===== src/rtl/out_data_mux_pkg.sv =====
// Shared constants, config-state type and helpers for the transmit-side lane mapper.
package out_mux_pkg;

  localparam int unsigned N_LANES   = 9;
  localparam int unsigned SEL_W     = 8;
  localparam logic [7:0]  TRAIN_PAT = 8'hA5;
  localparam int unsigned CFG_W     = N_LANES * SEL_W;

  typedef enum logic {
    IDLE    = 1'b0,
    PENDING = 1'b1
  } cfg_state_t;

  function automatic logic [CFG_W-1:0] identity_sel();
    logic [CFG_W-1:0] v;
    v = '0;
    for (int unsigned i = 0; i < N_LANES; i++) begin
      v[i*SEL_W +: SEL_W] = SEL_W'(i);
    end
    return v;
  endfunction

  // Training bit index for a lane: rotates the pattern by lane number.
  function automatic logic [2:0] train_idx(input logic [2:0] cnt, input int unsigned lane);
    return 3'(cnt + 3'(lane));
  endfunction

endpackage


===== src/rtl/out_data_mux_if.sv =====
// Data, configuration and status bundle of the lane mapper.
interface out_data_mux_if;
  import out_mux_pkg::*;

  logic [N_LANES-1:0] d_in;
  logic [CFG_W-1:0]   OutSetting;
  logic [N_LANES-1:0] EdgeSel;
  logic               cfg_load;
  logic               frame_sync;
  logic               train_en;
  logic [N_LANES-1:0] s_out;
  logic               cfg_busy;
  logic               cfg_done;

  modport master (
    output d_in, OutSetting, EdgeSel, cfg_load, frame_sync, train_en,
    input  s_out, cfg_busy, cfg_done
  );

  modport slave (
    input  d_in, OutSetting, EdgeSel, cfg_load, frame_sync, train_en,
    output s_out, cfg_busy, cfg_done
  );

endinterface


===== src/rtl/out_data_mux_lane_retime.sv =====
// One output lane: two-stage pipeline with optional extra retiming stage.
module out_lane_retime (
  input  logic clk320,
  input  logic rst,
  input  logic i_m,
  input  logic i_edge_sel,
  output logic o_s_out
);

  logic r_stage1;
  logic r_stage2;
  logic r_s_out;

  always_ff @(posedge clk320 or negedge rst) begin
    if (!rst) begin
      r_stage1 <= 1'b0;
      r_stage2 <= 1'b0;
      r_s_out  <= 1'b0;
    end else begin
      r_stage1 <= i_m;
      r_stage2 <= r_stage1;
      r_s_out  <= i_edge_sel ? r_stage2 : r_stage1;
    end
  end

  assign o_s_out = r_s_out;

endmodule


===== src/rtl/out_data_mux.sv =====
// Transmit lane mapper: double-buffered per-lane select applied on frame_sync,
// training-pattern override, per-lane retiming.
module out_data_mux
  import out_mux_pkg::*;
(
  input  logic          clk320,
  input  logic          rst,
  out_data_mux_if.slave bus
);

  cfg_state_t         r_state;
  logic               r_cfg_busy;
  logic               r_cfg_done;
  logic [CFG_W-1:0]   r_shadow_sel;
  logic [N_LANES-1:0] r_shadow_edge;
  logic [CFG_W-1:0]   r_act_sel;
  logic [N_LANES-1:0] r_act_edge;
  logic [2:0]         r_cnt;
  logic [N_LANES-1:0] w_m;
  logic [N_LANES-1:0] w_s_out;

  always_ff @(posedge clk320 or negedge rst) begin
    if (!rst) begin
      r_state       <= IDLE;
      r_cfg_busy    <= 1'b0;
      r_cfg_done    <= 1'b0;
      r_shadow_sel  <= '0;
      r_shadow_edge <= '0;
      r_act_sel     <= identity_sel();
      r_act_edge    <= '0;
    end else begin
      r_cfg_done <= 1'b0;
      unique case (r_state)
        IDLE: begin
          if (bus.cfg_load) begin
            r_shadow_sel  <= bus.OutSetting;
            r_shadow_edge <= bus.EdgeSel;
            r_state       <= PENDING;
            r_cfg_busy    <= 1'b1;
          end
        end
        PENDING: begin
          if (bus.frame_sync) begin
            // A simultaneous load bypasses the shadow and applies directly.
            r_act_sel  <= bus.cfg_load ? bus.OutSetting : r_shadow_sel;
            r_act_edge <= bus.cfg_load ? bus.EdgeSel    : r_shadow_edge;
            r_state    <= IDLE;
            r_cfg_busy <= 1'b0;
            r_cfg_done <= 1'b1;
          end else if (bus.cfg_load) begin
            r_shadow_sel  <= bus.OutSetting;
            r_shadow_edge <= bus.EdgeSel;
          end
        end
        default: begin
          r_state    <= IDLE;
          r_cfg_busy <= 1'b0;
        end
      endcase
    end
  end

  always_ff @(posedge clk320 or negedge rst) begin
    if (!rst) begin
      r_cnt <= '0;
    end else if (!bus.train_en) begin
      r_cnt <= '0;
    end else begin
      r_cnt <= r_cnt + 3'd1;
    end
  end

  always_comb begin : mux
    logic [SEL_W-1:0] w_sel;
    w_sel = '0;
    w_m   = '0;
    for (int unsigned i = 0; i < N_LANES; i++) begin
      w_sel = r_act_sel[i*SEL_W +: SEL_W];
      if (bus.train_en) begin
        w_m[i] = TRAIN_PAT[train_idx(r_cnt, i)];
      end else if (w_sel < SEL_W'(N_LANES)) begin
        w_m[i] = bus.d_in[w_sel[3:0]];
      end
    end
  end

  for (genvar g = 0; g < N_LANES; g++) begin : g_lane
    out_lane_retime u_retime (
      .clk320     (clk320),
      .rst        (rst),
      .i_m        (w_m[g]),
      .i_edge_sel (r_act_edge[g]),
      .o_s_out    (w_s_out[g])
    );
  end

  assign bus.s_out    = w_s_out;
  assign bus.cfg_busy = r_cfg_busy;
  assign bus.cfg_done = r_cfg_done;

endmodule


===== src/flat_wrapper.sv =====
// flat-port wrapper written by rule: the top's interface ports become plain ports
module out_data_mux_flat import out_mux_pkg::*;
  (clk320, rst, bus_d_in, bus_OutSetting, bus_EdgeSel, bus_cfg_load, bus_frame_sync, bus_train_en, bus_s_out, bus_cfg_busy, bus_cfg_done);
  out_data_mux_if bus_i ();
  input  logic clk320;
  input  logic rst;
  input wire logic [$bits(bus_i.d_in)-1:0] bus_d_in;
  input wire logic [$bits(bus_i.OutSetting)-1:0] bus_OutSetting;
  input wire logic [$bits(bus_i.EdgeSel)-1:0] bus_EdgeSel;
  input wire logic [$bits(bus_i.cfg_load)-1:0] bus_cfg_load;
  input wire logic [$bits(bus_i.frame_sync)-1:0] bus_frame_sync;
  input wire logic [$bits(bus_i.train_en)-1:0] bus_train_en;
  output wire logic [$bits(bus_i.s_out)-1:0] bus_s_out;
  output wire logic [$bits(bus_i.cfg_busy)-1:0] bus_cfg_busy;
  output wire logic [$bits(bus_i.cfg_done)-1:0] bus_cfg_done;
  assign bus_i.d_in = bus_d_in;
  assign bus_i.OutSetting = bus_OutSetting;
  assign bus_i.EdgeSel = bus_EdgeSel;
  assign bus_i.cfg_load = bus_cfg_load;
  assign bus_i.frame_sync = bus_frame_sync;
  assign bus_i.train_en = bus_train_en;
  assign bus_s_out = bus_i.s_out;
  assign bus_cfg_busy = bus_i.cfg_busy;
  assign bus_cfg_done = bus_i.cfg_done;
  out_data_mux u_core (.clk320(clk320), .rst(rst), .bus(bus_i));
endmodule

===== config.mk =====
export PLATFORM = sky130hd
export DESIGN_NAME = out_data_mux_flat
export DESIGN_NICKNAME = d
export VERILOG_FILES = /design/src/rtl/out_data_mux_pkg.sv /design/src/rtl/out_data_mux_if.sv /design/src/rtl/out_data_mux_lane_retime.sv /design/src/rtl/out_data_mux.sv /design/src/flat_wrapper.sv
export SDC_FILE = /design/constraint.sdc
export NUM_CORES = 1
export LEC_CHECK = 0
export ABC_CLOCK_PERIOD_IN_PS = 2700
export CORE_UTILIZATION = 59
export DETAILED_ROUTE_END_ITERATION = 8
export PLACE_DENSITY_LB_ADDON = 0.12
export SLEW_MARGIN = 0
export SYNTH_ARGS = -nofsm -noshare
export SYNTH_HDL_FRONTEND = slang
export SYNTH_SLANG_ARGS = --single-unit
export TNS_END_PERCENT = 5

===== constraint.sdc =====
create_clock -name clk320 -period 2.7 [get_ports clk320]
set_input_delay 0.81 -clock clk320 [delete_from_list [all_inputs] [get_ports clk320]]
set_output_delay 0.81 -clock clk320 [all_outputs]
set_load 0.03 [all_outputs]

Word-level counts from Yosys, hierarchy flattened
Memories as Yosys holds them, arrays and structs flattened.
Index checks and enable logic that the tools add are counted.
- register bits: 195
- ROM bits: 64
- bits of input ports: 95
- output and inout port bits: 11
- word-level logic and storage cells: 150
- memories kept: 8
- add/subtract/negate cells: 7
- magnitude comparators: 26
- equal/unequal tests: 3
- multiplexer cells: 68
- bitwise gates (word level): 1
- reductions and logical operators: 2
- memories (memory ; depth ; width ; rd ports ; clocked after Yosys merged registers in ; write ports ; RTL line ; RTL):
    (name not given) ; 8 ; 1 ; 1 ; 0 ; 0 ; out_data_mux.sv:80 ; w_m[i] = TRAIN_PAT[train_idx(r_cnt, i)];
    (name not given) ; 8 ; 1 ; 1 ; 0 ; 0 ; out_data_mux.sv:80 ;
    (name not given) ; 8 ; 1 ; 1 ; 0 ; 0 ; out_data_mux.sv:80 ;
    (name not given) ; 8 ; 1 ; 1 ; 0 ; 0 ; out_data_mux.sv:80 ;
    (name not given) ; 8 ; 1 ; 1 ; 0 ; 0 ; out_data_mux.sv:80 ;
    (name not given) ; 8 ; 1 ; 1 ; 0 ; 0 ; out_data_mux.sv:80 ;
    2 more memories ; -- ; -- ; -- ; -- ; -- ; -- ;
- operator list (cell ; count):
    two-way mux 72 bit ; 2
    one-hot mux 72 bit (2 select lines) ; 1
    < comparator 8 x 4 -> 1 bit (second input constant) ; 9
    two-way mux 1 bit ; 50
    < comparator 4 x 5 -> 1 bit (second input constant) ; 9
    binary-select mux 1 bit (select 4 bit) ; 9
    < comparator 3 x 4 -> 1 bit (second input constant) ; 8
    two-way mux 9 bit ; 2
    one-hot mux 9 bit (2 select lines) ; 1
    adder 3 bit (second input constant) ; 4
    adder 3 x 2 -> 3 bit (second input constant) ; 2
    inequality test 2 bit (second input constant) ; 3
    one-hot mux 1 bit (2 select lines) ; 2
    AND reduction 2 bit ; 2
    adder 3 x 1 -> 3 bit (second input constant) ; 1
    two-way mux 3 bit ; 1
    inverter 1 bit ; 1

Longest topological paths before layout
Gate-level depths: netlist of the first run.
- depth in word-level cells: 4
- depth in mapped cells: 5
- depth with buffers taken out: 4

Modules after synthesis
A second synthesis of the first run with hierarchy kept.
- cell total of the unflattened synthesis: 678
- area, all modules: 8605.8 um^2
- by module, submodules not included (module ; times used ; cells an instance ; area an instance (um^2) ; seq. area each (um^2)):
    out_data_mux ; 1 ; 642 ; 7795.0 ; 4220.3
    out_lane_retime ; 9 ; 4 ; 90.1 ; 75.1

Worst setup path before layout of the first run
Ideal clock, no wire load.
- path type: input to register
- from: input bus_d_in[1]
- to: register u_core.g_lane[4].u_retime.r_stage1
- data arrival time: 1.787 ns
- data required time: 2.578 ns
- slack: 0.792 ns
- stages on the path: 5
- cell sequence: clkbuf_1 mux2_2 nor4_1 a2111oi_2 a32o_1
- longest elaborated chain between the ends: 4
- ends and longest elaborated chain (element ; RTL line ; RTL):
    start, declared ; flat_wrapper.sv:7 ; input wire logic [$bits(bus_i.d_in)-1:0] bus_d_in;
    binary-select mux 1 bit (select 4 bit) ; out_data_mux.sv:82 ; w_m[i] = bus.d_in[w_sel[3:0]];
    two-way mux 1 bit (implied by the code) ; out_data_mux.sv:82 ;
    two-way mux 1 bit ; out_data_mux.sv:81 ; end else if (w_sel < SEL_W'(N_LANES)) begin
    two-way mux 1 bit ; out_data_mux.sv:79 ; if (bus.train_en) begin
    named net u_core.g_lane[4].u_retime.i_m ; out_data_mux_lane_retime.sv:5 ; input logic i_m,
    end signal, assigned ; out_data_mux_lane_retime.sv:20 ; r_stage1 <= i_m;
    end, declared ; out_data_mux_lane_retime.sv:10 ; logic r_stage1;
The timed path passes the listed nets, and every way through them passes these cells. The select of a mux whose other input is x is not followed.
A chain may end at the register's enable or synchronous reset.

Worst setup path after layout of the first run
- from: register u_core.r_cfg_busy (netlist: u_core.bus.cfg_busy)
- to: output bus_cfg_busy
- RTL lines (element ; RTL line ; RTL):
    start, declared ; out_data_mux.sv:12 ; logic r_cfg_busy;
    start signal, assigned ; out_data_mux.sv:25 ; r_cfg_busy <= 1'b0;
    start signal, assigned ; out_data_mux.sv:39 ; r_cfg_busy <= 1'b1;
    start signal, assigned ; out_data_mux.sv:48 ; r_cfg_busy <= 1'b0;
    end, declared ; flat_wrapper.sv:14 ; output wire logic [$bits(bus_i.cfg_busy)-1:0] bus_cfg_busy;
No word-level cell between the ends.

==> results.toml, run 1 <==
[pwr]
netSwitchingPower_w = 0.00225
p_comb_share_pct = 18.7
pwr_density_cell_nw_per_um2 = 778
peakVddDrop_mv = 0.471
p_clk_share_pct = 33.1
intPower_w = 0.00604
pwr-share-seq_pct = 48.3
switching_share_pct = 27.1
p_leak_nw = 4.57

[setup_path]
cp-start-kind = "register"
critical_path_class = "register to primary output"
crit_buf_inv = 1
end_kind = "primary output"
worst-path-max-fanout = 3
timing.rr.start = "u_core.r_act_sel[23]$_DFFE_PN0P_"
cp_slowest_cell = "clkdlybuf4s50_1"
r2r_cells = 4
cp-startpoint = "u_core.bus.cfg_busy$_DFFE_PN0P_"
crit_chain = "clkdlybuf4s50_1"
setup.worst_path.end = "bus_cfg_busy"
rrSetupSlack_ns = 1.02
crit_family = "buffers and inverters"
crit_cells = 1
cpPeakStageDelay_ns = 0.67
cp_data_required_time_ns = 1.89
r2r-end = "u_core.g_lane[2].u_retime.r_stage1$_DFF_PN0_"
crit_arrival_ns = 1.47

[routing]
drt_wl_total_um = 17800
antenna_left = 0
drt-pass1-iter-count = 6
avgViaCountPerCell = 5.77
wire_per_inst_um = 17.6
drtIter0Drc = 395
drcViolationCount = 0
vias = 5819

[synth]
ys_seq_area_share_pct = 55.7
synth.avg_cell_area_um2 = 12.1
synth_flop_cell = "dfrtp_1"
postSynth.asyncResetShare_pct = 100
yosysUniqueCellTypes = 46
syn_area_um2 = 8790
synth_edf_count = 0
synth.net_count = 826
syn_inst = 729
ys_warn_count = 0
synth.ff_latch_count = 195

[global_route]
grtUsageTotal_pct = 24.5
antenna_found_initial = 0
grt_max_degree = 137
grt_pass1_vias = 5724
grt-ovfl-total = 0
grt_pass1_wl_um = 28200

[layout]
num-fill-cells = 997
antenna_cells = 0
syn_to_final_growth_pct = 21.1
layout_commonest_cell = "dfrtp_1"
multi_input_area_um2 = 3600
ff_latch_area_um2 = 4900
drive_gt1_share_pct = 19.6
instances_no_fill = 1009
fin_nets = 909
final_cell_mix = "dfrtp_1, clkdlybuf4s50_1, mux2i_1"

[clock_tree]
cts_buffers = 17
clk_pin_slew_ns = 0.07
ctsRootBufferMaster = "clkbuf_16"
clock_latency_ns = 0.43
post_cts_buffers = 0
ctsResizeCount = 0
h-tree-depth = 4
cts_hold_buf = 0
cts_tree = "built"
clk_path_buf_depth = 2
cts_sinks = 195

[place]
port_buffers = 105
post-dp-hpwl_um = 12000
globalplace.congestion = 0.832
placedCellCount = 977

[run]
cap_violations = 0

[die]
die_y_um = 124
die_w_um = 124
ioPinCount = 106
placementRows = 44
core_region_area_um2 = 14500
start_util_pct = 60.5
dieArea_um2 = 15400

[sta]
worstMarginPinSlew_ns = 0.590
rsz0062_at_grt = "false"
period_share_pct = 84.3
setup_violations = 0
period_needed_ns = 2.28
skew_ns = 0.0120
fin_tns_setup_ns = 0
hold_violations = 0
max_freq_mhz = 439
slew_headroom_pct = 60.7
drv_slew = 0

[worst_hold_path]
hp-class = "input port to async pin"

[status]
outcome = "completed"
## Yosys cell counts, drive strengths merged, types with 4 or more instances
master	number	area share, %
nand2	9	0.38
clkbuf	18	0.78
nor2b	9	0.64
or4	7	0.64
nand3	4	0.23
dfstp	13	3.9
mux2i	100	11
buf	37	2.3
a211oi	6	0.51
a21oi	82	4.7
dfrtp	182	52
a31oi	5	0.36
inv	8	0.34
mux2	93	12
a311oi	4	0.40
o21ai	7	0.40
a32o	4	0.46
mux4	4	1.0
nor2	95	4.1
## logic make-up after synthesis
family	count (synthesis)	synth area share, %
adders and majority gates	2	0.285
DFF	195	55.7
AOI/OAI and AO/OA	124	8.30
xor gates and xnor gates	5	0.498
muxes	197	24.3
and+or+nand+nor	143	7.44
buffers and inverters	63	3.47
## worst min path at each step
stage | depth (start not counted) | end
floorplan | 0 | u_core.g_lane[0].u_retime.r_stage2$_DFF_PN0_
global placement | 0 | u_core.g_lane[1].u_retime.r_stage2$_DFF_PN0_
detailed placement | 0 | u_core.g_lane[5].u_retime.r_stage2$_DFF_PN0_
CTS | 1 | u_core.g_lane[8].u_retime.r_stage2$_DFF_PN0_
global route | 1 | u_core.r_shadow_sel[47]$_DFFE_PN0N_
finish | 1 | u_core.g_lane[8].u_retime.r_stage2$_DFF_PN0_
## registers in the layout, summed over array words and instances (netlist names)
signal,flops
u_core.r_shadow_sel,72
u_core.r_state,1
u_core.bus.cfg_done,1
u_core.r_shadow_edge,9
u_core.r_act_edge,9
u_core.r_cnt,3
u_core.r_act_sel,72
u_core.g_lane.u_retime.r_stage1,9
u_core.g_lane.u_retime.r_stage2,9
u_core.bus.cfg_busy,1
u_core.g_lane.u_retime.o_s_out,9
## power groups by stage
stage | sequential, W | combinational [W] | clock [W]
5_1_grt | 0.00407 | 0.00170 | 0.00291
3_5_place_dp | 0.00404 | 0.00155 | 0
6_report | 0.00400 | 0.00155 | 0.00274
2_1_floorplan | 0.00388 | 0.00113 | 0
4_1_cts | 0.00399 | 0.00156 | 0.00279
3_3_place_gp | 0.00400 | 0.00149 | 0
## per-stage QoR
stage	instance area [um^2]	worst slack, ns	total power [W]	utilization, %	hold WS (ns)
2_1_floorplan	8790	0.792	0.00501	-	0.350
3_3_place_gp	10000	0.290	0.00549	68.8	0.362
3_5_place_dp	10000	0.198	0.00558	68.8	0.364
4_1_cts	10600	0.392	0.00834	73.3	0.335
5_1_grt	10600	0.341	0.00869	73.3	0.353
6_report	10600	0.424	0.00829	73.3	0.330
## layer usage
metal | part of all wire, % | wire length (um) | GRT usage, % | vias up
met5 | 0 | 0 | 0 | -
met3 | 3.5 | 613 | 4.72 | 20
met4 | 1.3 | 236 | 8.85 | 0
li1 | - | - | - | 2746
met2 | 52 | 9290 | 42.2 | 124
met1 | 43 | 7630 | 30.8 | 2929
## final cells by class
| cell class | count | share of cell area [%] |
|---|---|---|
| Clock buffer | 19 | 4.16 |
| Clock inverter | 13 | 1.92 |
| Inverter | 8 | 0.282 |
| Multi-Input combinational cell | 471 | 33.8 |
| Sequential cell | 195 | 46.0 |
| Tap cell | 184 | 2.16 |
| Timing Repair Buffer | 119 | 11.7 |
No activity file was read; power rests on OpenSTA's default activity.
==> inputs of run 2 (changes only) <==
Settings changed: ABC_CLOCK_PERIOD_IN_PS 2700 to 2100, CORE_UTILIZATION 59 to 56.
Clock period 2.7 ns to 2.1 ns, I/O delays scaled along.
==> run 2 against run 1 <==
Against the previous run:
- sequential share of layout area decreased by 0.81 points
- via count increased by 0.50%
- worst setup slack got worse by 0.38 ns
- sequential power increased by 28%
- clock-buffer cell count increased by 1
- worst hold slack got worse by 0.17 ns
- largest cell class unchanged
- sequential cell count unchanged
==> results.toml, run 2 (synthesis gave the netlist of run 1 again) <==
[setup_path]
end_kind = "primary output"
crit_arrival_ns = 1.42
cp-startpoint = "u_core.g_lane[1].u_retime.o_s_out$_DFF_PN0_"
worst-path-max-fanout = 1
crit_chain = "clkdlybuf4s50_1"
critical_path_class = "register to primary output"
crit_buf_inv = 1
crit_family = "buffers and inverters"
cpPeakStageDelay_ns = 0.66
timing.rr.start = "u_core.r_act_sel[14]$_DFFE_PN0P_"
rrSetupSlack_ns = 0.44
cp_slowest_cell = "clkdlybuf4s50_1"
cp-start-kind = "register"
cp_data_required_time_ns = 1.47

[sta]
hold_violations = 0
period_share_pct = 97.7
worstMarginPinSlew_ns = 0.713
drv_slew = 0
setup_violations = 0
layout_setup_ws_ns = 0.0485
max_freq_mhz = 487
whs_ns = 0.162
period_needed_ns = 2.05
skew_ns = 0.00748
slew_headroom_pct = 52.0

[pwr]
p_leak_nw = 4.67
peakVddDrop_mv = 0.574
pwr_density_cell_nw_per_um2 = 968

[die]
die_w_um = 127
dieArea_um2 = 16200
core_region_area_um2 = 15300
ioPinCount = 106
die_y_um = 127
placementRows = 45
start_util_pct = 57.6

[global_route]
grt_pass1_wl_um = 30400
grtUsageTotal_pct = 24.2
antenna_found_initial = 0
grt-ovfl-total = 0
grt_pass1_vias = 6183
grt_max_degree = 90

[clock_tree]
clk_pin_slew_ns = 0.07
ctsResizeCount = 1
cts_hold_buf = 0
cts_sinks = 195
post_cts_buffers = 0
ctsRootBufferMaster = "clkbuf_16"
clock_latency_ns = 0.43
cts_tree = "built"
cts_buffers = 17
clk_path_buf_depth = 2
h-tree-depth = 4

[place]
globalplace.congestion = 0.808
pre_cts_ws_ns = -0.192
post-dp-hpwl_um = 12600
port_buffers = 105

[layout]
antenna_cells = 0
final_cell_mix = "dfrtp_1, mux2i_1, clkdlybuf4s50_1"
syn_to_final_growth_pct = 23.3
drive_gt1_share_pct = 21.5
num-fill-cells = 1092
fin_nets = 929
layout_commonest_cell = "dfrtp_1"
reg.largest.list = "u_core.r_act_sel: 72 flops, u_core.r_shadow_sel: 72 flops"

[status]
outcome = "completed"

[worst_hold_path]
hp-class = "input port to async pin"

[run]
cap_violations = 0

[routing]
drcViolationCount = 0
drt_wl_total_um = 18200
antenna_left = 0
vias = 5848
drt-pass1-iter-count = 4
wire_per_inst_um = 17.2
drtIter0Drc = 301
avgViaCountPerCell = 5.54
==> run 2: cell types whose count changed in the layout (fill, tap and decap cells not counted), sizes merged <==
cell | previous run | this run
bufinv | 5 | 3
clkdlybuf4s50 | 103 | 100
buf | 15 | 35
dlymetal6s2s | 0 | 2
clkinvlp | 1 | 5
dlygate4sd2 | 0 | 1
clkinv | 5 | 3
clkbuf | 20 | 21
inv | 10 | 9
==> run 2: path summary, 6_finish.rpt <==
path                                                                 to  cells past startpoint
max                                                        bus_s_out[1]                      1
min                                 u_core.r_shadow_edge[8]$_DFFE_PN0N_                      1
max reg2reg                u_core.g_lane[1].u_retime.r_stage1$_DFF_PN0_                      4
min reg2reg                u_core.g_lane[0].u_retime.r_stage2$_DFF_PN0_                      0
max in group asynchronous              u_core.r_act_sel[67]$_DFFE_PN1P_                      2
min in group clk320        u_core.g_lane[0].u_retime.r_stage2$_DFF_PN0_                      0
==> run 2: where the power goes <==
part / leakage, nW / internal (W) / switching (W)
Clock: 0.285 / 0.00194 / 0.00140
Combinational: 2.14 / 0.00110 / 0.000948
Sequential: 2.25 / 0.00455 / 0.000565
==> run 2: layer usage <==
layer  vias up  global-route usage, %  share of wire [%]
li1       2797                      -                  -
met5         -                      0                  0
met3        24                   4.40                3.1
met1      2911                   31.0                 45
met4         0                   9.31                1.7
met2       116                   41.3                 50
==> run 2: through the flow <==
stage | instance area (um^2) | power (W) | utilization [%] | cells | TNS, ns
2_1_floorplan | 8790 | 0.00644 | - | 729 | 0
3_3_place_gp | 10200 | 0.00708 | 67.0 | 1024 | -6.31
3_5_place_dp | 10200 | 0.00723 | 67.0 | 1024 | -8.08
4_1_cts | 10800 | 0.0106 | 71.0 | 1056 | 0
5_1_grt | 10800 | 0.0110 | 71.0 | 1056 | -0.000126
6_report | 10800 | 0.0105 | 71.0 | 1056 | 0
==> run 2: final cells by class <==
class | instances | area, um^2 | share of cell area [%]
Tap cell | 211 | 264 | 2.44
Clock inverter | 12 | 155 | 1.43
Multi-Input combinational cell | 471 | 3600 | 33.2
Inverter | 8 | 30.0 | 0.277
Clock buffer | 20 | 457 | 4.21
Timing Repair Buffer | 139 | 1440 | 13.3
Sequential cell | 195 | 4900 | 45.2
